`config.mk`:
```
export PLATFORM = sky130hd
export DESIGN_NAME = usb_pkt_tx_flat
export DESIGN_NICKNAME = d
export VERILOG_FILES = /design/src/rtl/usb_pkt_tx_if.sv /design/src/rtl/usb_pkt_tx.sv /design/src/flat_wrapper.sv
export SDC_FILE = /design/constraint.sdc
export NUM_CORES = 1
export LEC_CHECK = 0
export ABC_CLOCK_PERIOD_IN_PS = 2700
export CAP_MARGIN = 0
export CORE_MARGIN = 2
export CORE_UTILIZATION = 35
export DETAILED_ROUTE_END_ITERATION = 10
export SETUP_SLACK_MARGIN = 0.05
export SLEW_MARGIN = 30
export SYNTH_ARGS = -nofsm -noshare
export SYNTH_HDL_FRONTEND = slang
export SYNTH_SLANG_ARGS = --single-unit
export TNS_END_PERCENT = 1
```
`constraint.sdc`:
```
create_clock -name clk_i -period 2.7 [get_ports clk_i]
set_input_delay 0.405 -clock clk_i [delete_from_list [all_inputs] [get_ports clk_i]]
set_output_delay 0.405 -clock clk_i [all_outputs]
set_load 0.03 [all_outputs]
```
`src/rtl/usb_pkt_tx_if.sv`:
```
// Upstream byte-source and UTMI transmit signals of usb_pkt_tx.
// slave: the transmit engine; master: the byte source / PHY side driving it.
interface usb_pkt_tx_if #(
  parameter int unsigned LEN_W = 11
);
  logic             start_i;
  logic [3:0]       pid_i;
  logic [LEN_W-1:0] len_i;
  logic [7:0]       data_i;
  logic             data_valid_i;
  logic             data_accept_o;
  logic             busy_o;
  logic             done_o;
  logic             error_o;
  logic [7:0]       utmi_data_o;
  logic             utmi_txvalid_o;
  logic             utmi_txready_i;

  modport master (
    output start_i, pid_i, len_i, data_i, data_valid_i, utmi_txready_i,
    input  data_accept_o, busy_o, done_o, error_o, utmi_data_o, utmi_txvalid_o
  );

  modport slave (
    input  start_i, pid_i, len_i, data_i, data_valid_i, utmi_txready_i,
    output data_accept_o, busy_o, done_o, error_o, utmi_data_o, utmi_txvalid_o
  );
endinterface

```
`src/rtl/usb_pkt_tx.sv`:
```
// UTMI transmit engine: PID, payload and (with USB_TX_CRC16_EN defined) CRC16 for data PIDs.
// A one-byte hold register doubles as the DATA-phase output byte, giving zero-bubble streaming.
module usb_pkt_tx #(
  parameter int unsigned LEN_W      = 11,
  parameter int unsigned IPG_CYCLES = 8
) (
  input  logic         clk_i,
  input  logic         rst_i,
  usb_pkt_tx_if.slave  bus
);
  localparam int unsigned GAP_W = (IPG_CYCLES > 1) ? $clog2(IPG_CYCLES) : 1;

  typedef enum logic [2:0] {
    S_IDLE, S_PID, S_DATA, S_CRC_LO, S_CRC_HI, S_GAP
  } state_t;

  state_t           state_q, state_d;
  logic [LEN_W-1:0] len_q, len_d;
  logic [LEN_W-1:0] remaining_q, remaining_d;
  logic [LEN_W-1:0] fetched_q, fetched_d;
  logic [7:0]       hold_q, hold_d;
  logic             hold_full_q, hold_full_d;
  logic [GAP_W-1:0] gap_q, gap_d;
  logic             busy_q, busy_d;
  logic             done_q, done_d;
  logic             error_q, error_d;
  logic             txvalid_q, txvalid_d;
  logic [7:0]       tx_data_q, tx_data_d;
  logic             tx_hs;
  logic             accept_c;
  logic             crc_pkt;

`ifdef USB_TX_CRC16_EN
  logic [15:0] crc_q, crc_d;
  logic        crc_pkt_q, crc_pkt_d;

  // Reflected CRC16 (poly 0xA001), one byte LSB-first
  function automatic logic [15:0] crc16_upd(input logic [15:0] c, input logic [7:0] d);
    logic [15:0] r;
    r = c;
    for (int i = 0; i < 8; i++) begin
      r = (r[0] ^ d[i]) ? ((r >> 1) ^ 16'hA001) : (r >> 1);
    end
    return r;
  endfunction

  assign crc_pkt = crc_pkt_q;
`else
  assign crc_pkt = 1'b0;
`endif

  assign tx_hs    = txvalid_q & bus.utmi_txready_i;
  assign accept_c = bus.data_valid_i
                  & ((state_q == S_PID) | (state_q == S_DATA))
                  & (fetched_q < len_q)
                  & (~hold_full_q | ((state_q == S_DATA) & tx_hs));

  assign bus.data_accept_o  = accept_c;
  assign bus.busy_o         = busy_q;
  assign bus.done_o         = done_q;
  assign bus.error_o        = error_q;
  assign bus.utmi_data_o    = tx_data_q;
  assign bus.utmi_txvalid_o = txvalid_q;

  // State and datapath registers
  always_ff @(posedge clk_i) begin
    if (!rst_i) begin
      state_q     <= S_IDLE;
      len_q       <= '0;
      remaining_q <= '0;
      fetched_q   <= '0;
      hold_q      <= '0;
      hold_full_q <= 1'b0;
      gap_q       <= '0;
      busy_q      <= 1'b0;
      done_q      <= 1'b0;
      error_q     <= 1'b0;
      txvalid_q   <= 1'b0;
      tx_data_q   <= '0;
`ifdef USB_TX_CRC16_EN
      crc_q       <= 16'hFFFF;
      crc_pkt_q   <= 1'b0;
`endif
    end else begin
      state_q     <= state_d;
      len_q       <= len_d;
      remaining_q <= remaining_d;
      fetched_q   <= fetched_d;
      hold_q      <= hold_d;
      hold_full_q <= hold_full_d;
      gap_q       <= gap_d;
      busy_q      <= busy_d;
      done_q      <= done_d;
      error_q     <= error_d;
      txvalid_q   <= txvalid_d;
      tx_data_q   <= tx_data_d;
`ifdef USB_TX_CRC16_EN
      crc_q       <= crc_d;
      crc_pkt_q   <= crc_pkt_d;
`endif
    end
  end

  // Next-state and next-output logic
  always_comb begin
    state_d     = state_q;
    len_d       = len_q;
    remaining_d = remaining_q;
    fetched_d   = fetched_q;
    hold_d      = hold_q;
    hold_full_d = hold_full_q;
    gap_d       = gap_q;
    busy_d      = busy_q;
    done_d      = 1'b0;
    error_d     = 1'b0;
    txvalid_d   = 1'b0;
    tx_data_d   = tx_data_q;
`ifdef USB_TX_CRC16_EN
    crc_d       = crc_q;
    crc_pkt_d   = crc_pkt_q;
`endif

    // Hold register: drained by a DATA handshake, refilled by an accept in the same cycle
    if ((state_q == S_DATA) && tx_hs) hold_full_d = 1'b0;
    if (accept_c) begin
      fetched_d   = fetched_q + LEN_W'(1);
      hold_d      = bus.data_i;
      hold_full_d = 1'b1;
    end

    case (state_q)
      S_IDLE: begin
        if (bus.start_i) begin
          state_d     = S_PID;
          len_d       = bus.len_i;
          remaining_d = bus.len_i;
          fetched_d   = '0;
          hold_full_d = 1'b0;
          busy_d      = 1'b1;
          txvalid_d   = 1'b1;
          tx_data_d   = {~bus.pid_i, bus.pid_i};
`ifdef USB_TX_CRC16_EN
          crc_d       = 16'hFFFF;
          crc_pkt_d   = (bus.pid_i[1:0] == 2'b11);
`endif
        end
      end

      S_PID: begin
        txvalid_d = 1'b1;
        if (tx_hs) begin
          if (len_q != '0) begin
            if (hold_full_d) begin
              state_d   = S_DATA;
              tx_data_d = hold_d;
            end else begin
              state_d   = S_GAP;
              txvalid_d = 1'b0;
              error_d   = 1'b1;
              gap_d     = '0;
            end
          end else if (crc_pkt) begin
            state_d = S_CRC_LO;
`ifdef USB_TX_CRC16_EN
            tx_data_d = ~crc_q[7:0];
`endif
          end else begin
            state_d   = S_GAP;
            txvalid_d = 1'b0;
            done_d    = 1'b1;
            gap_d     = '0;
          end
        end
      end

      S_DATA: begin
        txvalid_d = 1'b1;
        if (tx_hs) begin
          remaining_d = remaining_q - LEN_W'(1);
`ifdef USB_TX_CRC16_EN
          crc_d = crc16_upd(crc_q, hold_q);
`endif
          if (remaining_q == LEN_W'(1)) begin
            if (crc_pkt) begin
              state_d = S_CRC_LO;
`ifdef USB_TX_CRC16_EN
              tx_data_d = ~crc_d[7:0];
`endif
            end else begin
              state_d   = S_GAP;
              txvalid_d = 1'b0;
              done_d    = 1'b1;
              gap_d     = '0;
            end
          end else if (hold_full_d) begin
            tx_data_d = hold_d;
          end else begin
            // Source could not keep up: abort the packet
            state_d   = S_GAP;
            txvalid_d = 1'b0;
            error_d   = 1'b1;
            gap_d     = '0;
          end
        end
      end

`ifdef USB_TX_CRC16_EN
      S_CRC_LO: begin
        txvalid_d = 1'b1;
        if (tx_hs) begin
          state_d   = S_CRC_HI;
          tx_data_d = ~crc_q[15:8];
        end
      end

      S_CRC_HI: begin
        txvalid_d = 1'b1;
        if (tx_hs) begin
          state_d   = S_GAP;
          txvalid_d = 1'b0;
          done_d    = 1'b1;
          gap_d     = '0;
        end
      end
`endif

      S_GAP: begin
        if (gap_q == GAP_W'(IPG_CYCLES - 1)) begin
          state_d = S_IDLE;
          busy_d  = 1'b0;
          gap_d   = '0;
        end else begin
          gap_d = gap_q + GAP_W'(1);
        end
      end

      default: begin
        state_d = S_IDLE;
        busy_d  = 1'b0;
      end
    endcase
  end
endmodule
```
`src/flat_wrapper.sv`:
```
// flat-port wrapper written by rule: the top's interface ports become plain ports
module usb_pkt_tx_flat 
#(
  parameter int unsigned LEN_W      = 11,
  parameter int unsigned IPG_CYCLES = 8
)
  (clk_i, rst_i, bus_start_i, bus_pid_i, bus_len_i, bus_data_i, bus_data_valid_i, bus_utmi_txready_i, bus_data_accept_o, bus_busy_o, bus_done_o, bus_error_o, bus_utmi_data_o, bus_utmi_txvalid_o);
  usb_pkt_tx_if #(.LEN_W(LEN_W)) bus_i ();
  input  logic clk_i;
  input  logic rst_i;
  input wire logic [$bits(bus_i.start_i)-1:0] bus_start_i;
  input wire logic [$bits(bus_i.pid_i)-1:0] bus_pid_i;
  input wire logic [$bits(bus_i.len_i)-1:0] bus_len_i;
  input wire logic [$bits(bus_i.data_i)-1:0] bus_data_i;
  input wire logic [$bits(bus_i.data_valid_i)-1:0] bus_data_valid_i;
  input wire logic [$bits(bus_i.utmi_txready_i)-1:0] bus_utmi_txready_i;
  output wire logic [$bits(bus_i.data_accept_o)-1:0] bus_data_accept_o;
  output wire logic [$bits(bus_i.busy_o)-1:0] bus_busy_o;
  output wire logic [$bits(bus_i.done_o)-1:0] bus_done_o;
  output wire logic [$bits(bus_i.error_o)-1:0] bus_error_o;
  output wire logic [$bits(bus_i.utmi_data_o)-1:0] bus_utmi_data_o;
  output wire logic [$bits(bus_i.utmi_txvalid_o)-1:0] bus_utmi_txvalid_o;
  assign bus_i.start_i = bus_start_i;
  assign bus_i.pid_i = bus_pid_i;
  assign bus_i.len_i = bus_len_i;
  assign bus_i.data_i = bus_data_i;
  assign bus_i.data_valid_i = bus_data_valid_i;
  assign bus_i.utmi_txready_i = bus_utmi_txready_i;
  assign bus_data_accept_o = bus_i.data_accept_o;
  assign bus_busy_o = bus_i.busy_o;
  assign bus_done_o = bus_i.done_o;
  assign bus_error_o = bus_i.error_o;
  assign bus_utmi_data_o = bus_i.utmi_data_o;
  assign bus_utmi_txvalid_o = bus_i.utmi_txvalid_o;
  usb_pkt_tx #(.LEN_W(LEN_W), .IPG_CYCLES(IPG_CYCLES)) u_core (.clk_i(clk_i), .rst_i(rst_i), .bus(bus_i));
endmodule
```
==> results of run 1 <==
critical path, stage by stage, from the launching register on:
cell and delay, ns:
sky130_fd_sc_hd__dfxtp_1 0.35, sky130_fd_sc_hd__inv_1 0.05, sky130_fd_sc_hd__ha_1 0.28, sky130_fd_sc_hd__nand2_1 0.16
sky130_fd_sc_hd__o2111ai_1 0.18, sky130_fd_sc_hd__buf_4 0.19, sky130_fd_sc_hd__nor3_4 0.21, sky130_fd_sc_hd__nand3_4 0.15
sky130_fd_sc_hd__inv_1 0.08, sky130_fd_sc_hd__buf_4 0.15
final timing paths:
check	endpoint	depth (start not counted)
hold / removal	u_core.len_q[9]	2
setup / recovery	bus_data_accept_o	9
setup reg to reg	u_core.state_q[1]	9
hold reg to reg	u_core.len_q[9]	2
logic make-up (layout without fill, tap and decap cells):
group / after synthesis / after routing / share of synthesized area
AND/OR/NAND/NOR: 174 / 174 / 0.2573
AO/OA/AOI/OAI: 147 / 147 / 0.2743
adder cells (fa/ha/maj): 15 / 15 / 0.05421
XOR/XNOR: 3 / 3 / 0.007591
buffers and inverters: 50 / 108 / 0.05963
flip-flops: 60 / 60 / 0.3469
layout make-up:
cell class,instances,area (sq um)
well taps,133,166.4
repair buffers,73,645.6
clock buffers,10,127.6
clock inverters,5,77.57
inverters,20,75.07
fillers,978,5303
multi-input cells,339,2088
flip-flops and latches,60,1201
stage by stage:
stage	cell area [sq um]	util	hold slack (ns)	power (mW)
finish	4382	0.4525	0.4700	4.144
global route	4382	0.4525	0.4946	4.456
CTS	4315	0.4456	0.4743	4.091
detailed placement	4089	0.4222	0.4649	3.171
global placement	4089	0.4222	0.4624	3.146
floorplan	3462	-	0.4449	2.514
synth_stat cells, types with 10 or more instances:
| library cell | count | area [sq um] |
|---|---|---|
| sky130_fd_sc_hd__nand3_1 | 10 | 50.05 |
| sky130_fd_sc_hd__a21oi_1 | 50 | 250.2 |
| sky130_fd_sc_hd__inv_1 | 20 | 75.07 |
| sky130_fd_sc_hd__ha_1 | 15 | 187.7 |
| sky130_fd_sc_hd__o21ai_0 | 25 | 125.1 |
| sky130_fd_sc_hd__o31ai_1 | 11 | 82.58 |
| sky130_fd_sc_hd__clkbuf_1 | 26 | 97.59 |
| sky130_fd_sc_hd__dfxtp_1 | 60 | 1201 |
| sky130_fd_sc_hd__nor2_1 | 27 | 101.4 |
| sky130_fd_sc_hd__nand2_1 | 64 | 240.2 |
| sky130_fd_sc_hd__nor3_1 | 11 | 55.05 |
routing by layer:
layer  share of wire  GRT usage
met5               0          0
met3           0.047    0.03226
met4           0.014    0.06781
met1            0.46     0.2689
met2            0.48     0.2908
state kept, by name, summed over array words and instances (netlist names):
register	flops
u_core.fetched_q	11
u_core.bus.utmi_data_o	8
u_core.bus.busy_o	1
u_core.bus.utmi_txvalid_o	1
u_core.hold_full_q	1
u_core.len_q	11
u_core.bus.error_o	1
u_core.hold_q	8
u_core.remaining_q	11
u_core.gap_q	3
u_core.bus.done_o	1
u_core.state_q	3
what timing repair did:
action,4_1_cts,5_1_grt
resized for setup,2,3
hold buffers,0,0
pin swaps,1,1
endpoints found under the setup margin,1,2
setup buffers,1,7
where the power goes:
part	switching, mW	internal (mW)	leakage, nW
combinational	1.19	0.831	1.03
sequential	0.155	1.09	0.490
clock	0.369	0.512	0.102
==> impl_metrics.ini, run 1 <==
[yosys]
synth-edff-count = 0
synth-seq-cells = 60
yosysWarningCount = 0
synth_ff_type = sky130_fd_sc_hd__dfxtp_1
synthDistinctLibCells = 56
synth.avg_cell_area_sq_um = 7.711
synthesis.area_sq_mm = 0.003462
syn_inst = 449
synthArstFlopShare = 0
part_of_the_yosys_area_used_for_sequential_elements = 0.3469
synthesis.nets = 492

[status]
run_status = finished clean

[sta]
hold_violations = 0
final-setup-viol-count = 0
achievable-frequency_mhz = 392.3
timing.final.crit_share = 0.9440
rsz0062_at_grt = yes
setup_tns_ns = 0
timing.max_slew.rel_slack = 0.4877
slew_violations = 0
slew_at_the_pin_closest_to_its_max_slew_limit_ns = 0.7684
fin_ws_ns = 0.1511
fin_skew_ns = 0.009434
finalCriticalPeriod_ns = 2.549

[critical_path]
crit_path_max_fanout = 8
worst-r2r-setup-slack_ns = 0.18
critical_path_arrival_ns = 2.14
crit_start = u_core.len_q[10]
timing_worst_setup_path_type = reg -> out
critical_path_required_ns = 2.30
worstReg2RegStart = u_core.len_q[10]
element_type_at_the_critical_path_start = register
timing.critical_path.to_type = output pin

[cts]
source_to_sink_clock_delay_at_the_later_pin_of_the_worst_skew_pair_ns = 0.34
htree_levels = 3
worst_setup_hold_path_clk_slew_ns = 0.07
cts.path.max_buffers = 2
tritoncts_clock_tree = yes
number_of_clock_sinks = 60
ctsRootBufferMaster = sky130_fd_sc_hd__clkbuf_8
numCtsBuffers = 9

[routing]
detail_route.drc_violations = 0
detail_route.wl_per_cell_microns = 15.18
num_vias = 3559
drt-vias-per-instance = 5.561
drt_iter0_markers = 144
drtAntennaViolNets = 0
wl_microns = 9717
detail_route.first_pass.iterations = 5

[floorplan]
floorplan.die.height_microns = 103.5
initial_core_util = 0.3575
floorplan.io_pins = 41
floorplan.die_area_sq_mm = 0.01070
placementRows = 36
die_width_microns = 103.5
core_footprint_sq_mm = 0.009684

[layout]
drive_above_1_share = 0.1223
areaGrowthSynthToFinish_pct = 26.56
diodes = 0
most_frequent_cells_in_the_layout = sky130_fd_sc_hd__nand2_1, sky130_fd_sc_hd__dfxtp_1, sky130_fd_sc_hd__a21oi_1, sky130_fd_sc_hd__clkdlybuf4s50_1, sky130_fd_sc_hd__buf_4
final-instance-count-excl-fill = 640
nNetsFinal = 546
leading_cell_type_in_the_layout_fill_and_taps_excluded = sky130_fd_sc_hd__nand2_1

[grt]
grt_pass1_vias = 3178
antenna_found_initial = 0
gr-total-overflow = 0
grt_start_max_net_pins = 28
grt_first_pass_wirelength_microns = 15900
grt.total_usage = 0.1899

[placement]
numPlacedInstances = 617
dpl.hpwl_microns = 7016
setup_ws_pre_cts_ns = 0.1545
port-buffer-count = 40
gp_routability_congestion = 0.9106

[flow_run]
maxCapViolCount = 0

[hold_path]
min_from = u_core.len_q[9]
min-delay-path-class = reg -> reg

[power]
static-leakage-power_nw = 1.624
p_per_cell_area_mw_per_mm2 = 945.8
peakVddDrop_mv = 0.4816
Power figures use the tool's default switching activity.
==> inputs of run 2 (changes only) <==
- ABC_CLOCK_PERIOD_IN_PS: 2700 -> 2100
- PLACE_DENSITY: not set -> 0.54
- clock period: 2.7 -> 2.1 ns (I/O delays scaled with it)
==> run 2 against run 1 <==
  * Critical path depth is 1 higher
  * Die area is the same
  * Core utilization increased by 6.9 points
  * The flow now finishes with violations (negative setup slack)
  * Clock skew is 0.0020 ns higher
  * Register-to-register slack got worse by 0.32 ns
  * Final area up 15%
  * Flip-flop and latch count unchanged
  * Hold slack improved by 0.0067 ns
  * Clock power grew 37%
==> impl_metrics.ini, run 2 (synthesis results as in run 1) <==
[critical_path]
critical_path_required_ns = 1.78
critical_path_arrival_ns = 1.96
timing.critical_path.to_type = output pin
timing_worst_setup_path_type = reg -> out
element_type_at_the_critical_path_start = register
crit_path_max_fanout = 5

[sta]
fin_ws_ns = -0.1741
slew_at_the_pin_closest_to_its_max_slew_limit_ns = 0.6214
fin_hold_ws_ns = 0.4766
achievable-frequency_mhz = 439.7
slew_violations = 0
rsz0062_at_grt = yes
hold_violations = 0
timing.max_slew.rel_slack = 0.5805
final-setup-viol-count = 11
finalCriticalPeriod_ns = 2.274
timing.final.crit_share = 1.083
fin_skew_ns = 0.01138

[power]
static-leakage-power_nw = 1.923
p_per_cell_area_mw_per_mm2 = 1204
peakVddDrop_mv = 0.3970

[routing]
num_vias = 3689
drt-vias-per-instance = 5.378
drtAntennaViolNets = 0
drt_iter0_markers = 87
detail_route.drc_violations = 0
detail_route.wl_per_cell_microns = 15.03
wl_microns = 10310
detail_route.first_pass.iterations = 4

[grt]
gr-total-overflow = 0
grt_start_max_net_pins = 28
grt_first_pass_wirelength_microns = 16840
grt.total_usage = 0.2029
antenna_found_initial = 0
grt_pass1_vias = 3506

[cts]
ctsRootBufferMaster = sky130_fd_sc_hd__clkbuf_8
numCtsBuffers = 9
tritoncts_clock_tree = yes
worst_setup_hold_path_clk_slew_ns = 0.07
cts.path.max_buffers = 2
source_to_sink_clock_delay_at_the_later_pin_of_the_worst_skew_pair_ns = 0.34
number_of_clock_sinks = 60
htree_levels = 3

[layout]
nNetsFinal = 592
seqCellArea_sq_mm = 0.001219
most_frequent_cells_in_the_layout = sky130_fd_sc_hd__buf_4, sky130_fd_sc_hd__nand2_1, sky130_fd_sc_hd__dfxtp_1, sky130_fd_sc_hd__a21oi_1, sky130_fd_sc_hd__clkdlybuf4s50_1
multi_input_area_sq_mm = 0.002342
final-instance-count-excl-fill = 686
areaGrowthSynthToFinish_pct = 45.83
drive_above_1_share = 0.3002
layout_top_registers = u_core.fetched_q (11), u_core.len_q (11), u_core.remaining_q (11)
final.fill_count = 933
leading_cell_type_in_the_layout_fill_and_taps_excluded = sky130_fd_sc_hd__buf_4
diodes = 0

[flow_run]
maxCapViolCount = 0

[placement]
dpl.hpwl_microns = 7553
gp_routability_congestion = 0.9039
setup_ws_pre_cts_ns = -0.4116
numPlacedInstances = 668
port-buffer-count = 40

[status]
run_status = finished, violations left
violations = negative setup slack

[floorplan]
floorplan.io_pins = 41
die_width_microns = 103.5
placementRows = 36
initial_core_util = 0.3575
floorplan.die.height_microns = 103.5
floorplan.die_area_sq_mm = 0.01070
core_footprint_sq_mm = 0.009684

[hold_path]
min-delay-path-class = reg -> reg
[run 2: cell count changes in the layout (fill, tap and decap cells not counted), sizes merged]
cell | before | now
clkinv | 2 | 1
buf | 34 | 80
clkbuf | 10 | 11
[run 2: final timing paths]
path | end | slack, ns | depth (start not counted) | from
hold / removal | u_core.len_q[0] | 0.48 | 2 | u_core.len_q[0]
setup reg to reg | u_core.fetched_q[9] | -0.14 | 10 | u_core.len_q[8]
hold reg to reg | u_core.len_q[0] | 0.48 | 2 | u_core.len_q[0]
setup / recovery | bus_data_accept_o | -0.17 | 10 | u_core.len_q[8]
[run 2: power by group]
part / switching, mW / internal [mW]
combinational: 1.79 / 1.52
clock: 0.482 / 0.725
sequential: 0.158 / 1.40
[run 2: metrics by stage]
| step | power (mW) | setup TNS (ns) | cell area (sq um) | util |
|---|---|---|---|---|
| 2_1_floorplan | 3.234 | -2.003 | 3462 | - |
| 3_3_place_gp | 4.482 | -6.729 | 4484 | 0.4630 |
| 3_5_place_dp | 4.512 | -7.428 | 4484 | 0.4630 |
| 4_1_cts | 5.961 | -1.703 | 4935 | 0.5096 |
| 5_1_grt | 6.477 | -3.147 | 5049 | 0.5213 |
| 6_report | 6.076 | -0.9854 | 5049 | 0.5213 |
[run 2: critical path: stages, from the launching register on]
cell and delay, ns:
sky130_fd_sc_hd__dfxtp_2 0.34, sky130_fd_sc_hd__inv_2 0.04, sky130_fd_sc_hd__ha_4 0.22, sky130_fd_sc_hd__a21oi_2 0.13, sky130_fd_sc_hd__o2111ai_2 0.12, sky130_fd_sc_hd__buf_6 0.16, sky130_fd_sc_hd__nor3_4 0.21, sky130_fd_sc_hd__nand3_4 0.11
sky130_fd_sc_hd__buf_6 0.13, sky130_fd_sc_hd__inv_2 0.04, sky130_fd_sc_hd__buf_6 0.12
[run 2: repair_timing]
action | in CTS | in global routing
setup endpoints to repair | 37 | 35
buffers inserted | 3 | 0
hold buffers | 0 | 0
resized for setup | 50 | 31
gates cloned | 0 | 0
pin swaps | 9 | 12
[run 2: routing by layer]
metal	global-route usage	part of all wire
met1	0.2709	0.47
met2	0.3355	0.48
met3	0.02755	0.035
met4	0.07287	0.0097
met5	0	0
[run 2: cell type report]
cell class | instances | area share
clock buffers | 11 | 0.02999
clock inverters | 4 | 0.01437
inverters | 20 | 0.01487
multi-input cells | 339 | 0.4639
flip-flops and latches | 60 | 0.2414
well taps | 133 | 0.03296
repair buffers | 119 | 0.2025
==> patch 1, RTL diff (config.mk and constraints of run 2) <==
`IPG_CYCLES` is set to 8 in 2 places; all go to 16.
--- a/src/rtl/usb_pkt_tx.sv
+++ b/src/rtl/usb_pkt_tx.sv
@@ -3,5 +3,5 @@
 module usb_pkt_tx #(
   parameter int unsigned LEN_W      = 11,
-  parameter int unsigned IPG_CYCLES = 8
+  parameter int unsigned IPG_CYCLES = 16
 ) (
   input  logic         clk_i,
--- a/src/flat_wrapper.sv
+++ b/src/flat_wrapper.sv
@@ -3,5 +3,5 @@
 #(
   parameter int unsigned LEN_W      = 11,
-  parameter int unsigned IPG_CYCLES = 8
+  parameter int unsigned IPG_CYCLES = 16
 )
   (clk_i, rst_i, bus_start_i, bus_pid_i, bus_len_i, bus_data_i, bus_data_valid_i, bus_utmi_txready_i, bus_data_accept_o, bus_busy_o, bus_done_o, bus_error_o, bus_utmi_data_o, bus_utmi_txvalid_o);
Check against the original RTL: no difference found for any inputs over 4 cycles, from zero or initial values and one cycle with rst_i low; that may be too few to reach the edited logic, so the function may still have changed.
==> patch 1 against run 2 <==
Setup slack better by 0.092 ns. Sequential cell count up 1. Critical endpoint unchanged. Wire length shrank 8.0%. Design area decreased by 8.5%. Largest cell class unchanged. Synthesized area fell by 3.1%. Count of clock-buffer cells in the layout shrank 1. The flow still finishes with violations (setup timing). Fmax up 4.2%.
Power is not compared: it rests on default switching activity, and its combinational part moved more than twofold at a synthesized area within 25%.
==> patch 1: results <==
set metrics [dict create \
    crit_arrival_ns 1.87 \
    synthAdderAreaFrac 0.0522 \
    core_area_sq_um 9280 \
    post_cts.repair.setup_buffers 3 \
    place_inst 620 \
    grt_max_degree 26 \
    dp_slack_ns -0.303 \
    vdd_drop_max_mv 0.346 \
    ys_types 58 \
    drt_iter0_drc 157 \
    grt_pass1_wl_microns 15300 \
    grt_usage 0.187 \
    syn_area_per_cell_sq_um 8.03 \
    syn_nets 460 \
    synth_compound_area_frac 0.229 \
    setup_viol 5 \
    hpwl_microns 6860 \
    critical-path-slowest-cell "dfxtp_2" \
    clock_area_frac 0.0358 \
    tns_ns -0.109 \
    cts_resized 17 \
    multi_input_area_share 0.457 \
    drive_above_1_share 0.265 \
    synth-xor-area-share 0.0209 \
    synthTopCellsByCount "dfxtp_1 (61), nand2_1 (60), nor2_1 (39)" \
    vias_per_cell 5.28 \
    grt_pass1_vias 3156 \
    area.sequential_sq_um 1230 \
    num-fill-cells 950 \
    seq_cell_count 61 \
    place_congestion 0.903 \
    post_dp_cell_area_sq_um 4290 \
    bufAreaShareNonClock 0.189 \
    worstSkewPairLatency_ns 0.33 \
    n_all_buffers 102 \
    num-multi-input-gates 313 \
    setup_slack_ns -0.0819 \
    nNonClkInverters 19 \
    design_area_sq_um 4620 \
    pg_seq_mw 1.39 \
    wl_microns 9490 \
    yosysSeqAreaShare 0.364 \
    violations "setup timing" \
    synth_area_leaders "dfxtp_1 (36%), nand2_1 (6.7%), ha_1 (5.2%)" \
    dr.pass1.iters 5 \
    run_status "finished with violations" \
    routedWlPerCell_microns 14.8 \
    tightest_slew_ns 0.475 \
    skew_ns 0.00768 \
    synth.area.mux_share 0.0302 \
    nClkBuffers 10 \
    path_max_fanout 3 \
]
-- patch 1: cell count changes after synthesis, sizes merged, moves of 7 or more --
cell and change:
a21oi -17, o211ai +16, nor2 +12, o21ai -10, o31ai -10, mux2i +9, and4 -7
-- patch 1: final timing paths --
check                                             startpoint                                      to  slack (ns)  cells past startpoint
worst min register to register  u_core.len_q[0]$_SDFFE_PN0P_            u_core.len_q[0]$_SDFFE_PN0P_        0.48                      2
worst max register to register  u_core.len_q[4]$_SDFFE_PN0P_  u_core.bus.utmi_data_o[1]$_SDFFE_PN0P_       -0.01                     10
worst min-delay path            u_core.len_q[0]$_SDFFE_PN0P_            u_core.len_q[0]$_SDFFE_PN0P_        0.48                      2
worst max-delay path            u_core.len_q[4]$_SDFFE_PN0P_                       bus_data_accept_o       -0.08                      9
-- patch 1: metal layers --
metal  vias up  wire length (microns)  GRT usage
met1      1607                   4550      0.259
met4         0                    127     0.0595
met3        13                    333     0.0246
met2        70                   4470      0.301
li1       1686                      -          -
met5         -                      0          0
==> patch 2, RTL diff (config.mk and constraints of run 2) <==
Made on the original files. Take the reset off `hold_q` and load it in a clocked block of its own.
--- a/src/rtl/usb_pkt_tx.sv
+++ b/src/rtl/usb_pkt_tx.sv
@@ -70,5 +70,4 @@
       remaining_q <= '0;
       fetched_q   <= '0;
-      hold_q      <= '0;
       hold_full_q <= 1'b0;
       gap_q       <= '0;
@@ -87,5 +86,4 @@
       remaining_q <= remaining_d;
       fetched_q   <= fetched_d;
-      hold_q      <= hold_d;
       hold_full_q <= hold_full_d;
       gap_q       <= gap_d;
@@ -100,4 +98,8 @@
 `endif
     end
+  end
+
+  always_ff @(posedge clk_i) begin
+    hold_q <= hold_d;
   end
 
Check against the original RTL: same outputs for any inputs over 4 cycles, from zero or initial values and one cycle with rst_i low; that may be too few to reach the edited logic, so the function may still have changed.
==> patch 2 against run 2 <==
The run still ends with setup timing left. Synthesized area fell by 9.3%. Sequential share of layout area rose by 3.3 points. Via count fell by 20%. Sequential cell count did not move. Wire length fell by 23%. Design area fell by 12%. Fmax fell by 3.8%. Combinational power fell by 20%. Total power fell by 11%. Highest routed layer unchanged. Setup slack got worse by 0.091 ns.
==> patch 2: results <==
set metrics [dict create \
    h-tree-depth 3 \
    p_leak_nw 1.79 \
    hpwl_microns 5650 \
    ctsRootBufferMaster "clkbuf_8" \
    maxSlewHeadroom 0.631 \
    p_clk_mw 1.16 \
    hold_path.class "register to register" \
    worstSkewPairLatency_ns 0.35 \
    yosysSeqAreaShare 0.383 \
    critical-path-slowest-cell "dfxtp_2" \
    wl_microns 7910 \
    crit_arrival_ns 2.05 \
    nets 517 \
    synthTopCellsByCount "dfxtp_1 (60), nand2_1 (55), nor2_1 (47)" \
    grt_pass1_vias 2886 \
    reg.largest.list "u_core.fetched_q x11, u_core.len_q x11, u_core.remaining_q x11" \
    pwr.group.combinational_mw 2.64 \
    cpPeakStageDelay_ns 0.33 \
    vdd_drop_max_mv 0.472 \
    place_congestion 0.829 \
    n_antenna_cell 0 \
    grt_antenna_before_repair 0 \
    clk_path_buf_depth 2 \
    run_status "finished with violations" \
    grt_pass1_wl_microns 13600 \
    ys_types 50 \
    skew_ns 0.0127 \
    violations "setup timing" \
    grt_usage 0.171 \
    grt_max_degree 50 \
    crit_path_start "u_core.len_q[8]$_SDFFE_PN0P_" \
    setup_viol 20 \
    internal_power_mw 3.35 \
    vias_per_cell 5.05 \
    port_buffers 40 \
    drive_above_1_share 0.265 \
    post_dp_cell_area_sq_um 4080 \
    syn_nets 429 \
    path_max_fanout 10 \
    dp_slack_ns -0.405 \
    dr.pass1.iters 4 \
    synthArstFlopShare 0 \
    synth_area_leaders "dfxtp_1 (38%), nand2_1 (6.6%), ha_1 (6.0%)" \
    cts_buffers 9 \
    clk_pin_slew_ns 0.07 \
    r2r_start "u_core.len_q[10]$_SDFFE_PN0P_" \
    cpLargestDelayFamily "simple AND/OR/NAND/NOR gates" \
    yosys_warnings 0 \
    hp-start "u_core.remaining_q[9]$_SDFFE_PN0P_" \
    setup_slack_ns -0.265 \
    drt_iter0_drc 62 \
]
-- patch 2: routing by layer --
metal	GRT usage	wire, microns
met1	0.233	3940
met2	0.275	3630
met3	0.0291	214
met4	0.0601	125
met5	0	0
-- patch 2: cells by family after synthesis --
| group | after synthesis | synth area share |
|---|---|---|
| flip-flops | 60 | 0.383 |
| XOR/XNOR | 10 | 0.0279 |
| buffers and inverters | 37 | 0.0510 |
| multiplexers | 10 | 0.0367 |
| adder cells (fa/ha/maj) | 15 | 0.0598 |
| AND/OR/NAND/NOR | 165 | 0.252 |
| AO/OA/AOI/OAI | 89 | 0.190 |
-- patch 2: final cells by class --
class / count / area [sq um]
fillers: 841 / 4290
multi-input cells: 289 / 1920
flip-flops and latches: 60 / 1210
repair buffers: 97 / 878
well taps: 108 / 135
clock buffers: 10 / 128
clock inverters: 6 / 88.8
inverters: 17 / 63.8
-- patch 2: timing repair --
action                     4_1_cts  5_1_grt
setup endpoints to repair       35       41
gates cloned                     0        0
setup buffers                    2        0
gates resized for setup         22       13
pin swaps                        6        2
-- patch 2: through the flow --
stage	power [mW]	cells	TNS [ns]
5_1_grt	5.75	587	-4.29
6_report	5.39	587	-1.31
3_3_place_gp	4.04	569	-3.69
2_1_floorplan	3.15	386	-0.940
4_1_cts	5.36	587	-1.60
3_5_place_dp	4.08	569	-5.10
-- patch 2: worst paths after layout --
check	end	slack, ns	depth (start not counted)
hold reg to reg	u_core.remaining_q[9]$_SDFFE_PN0P_	0.47	2
setup reg to reg	u_core.state_q[0]$_SDFFE_PN0P_	-0.20	10
setup / recovery	bus_data_accept_o	-0.26	8
hold / removal	u_core.remaining_q[9]$_SDFFE_PN0P_	0.47	2
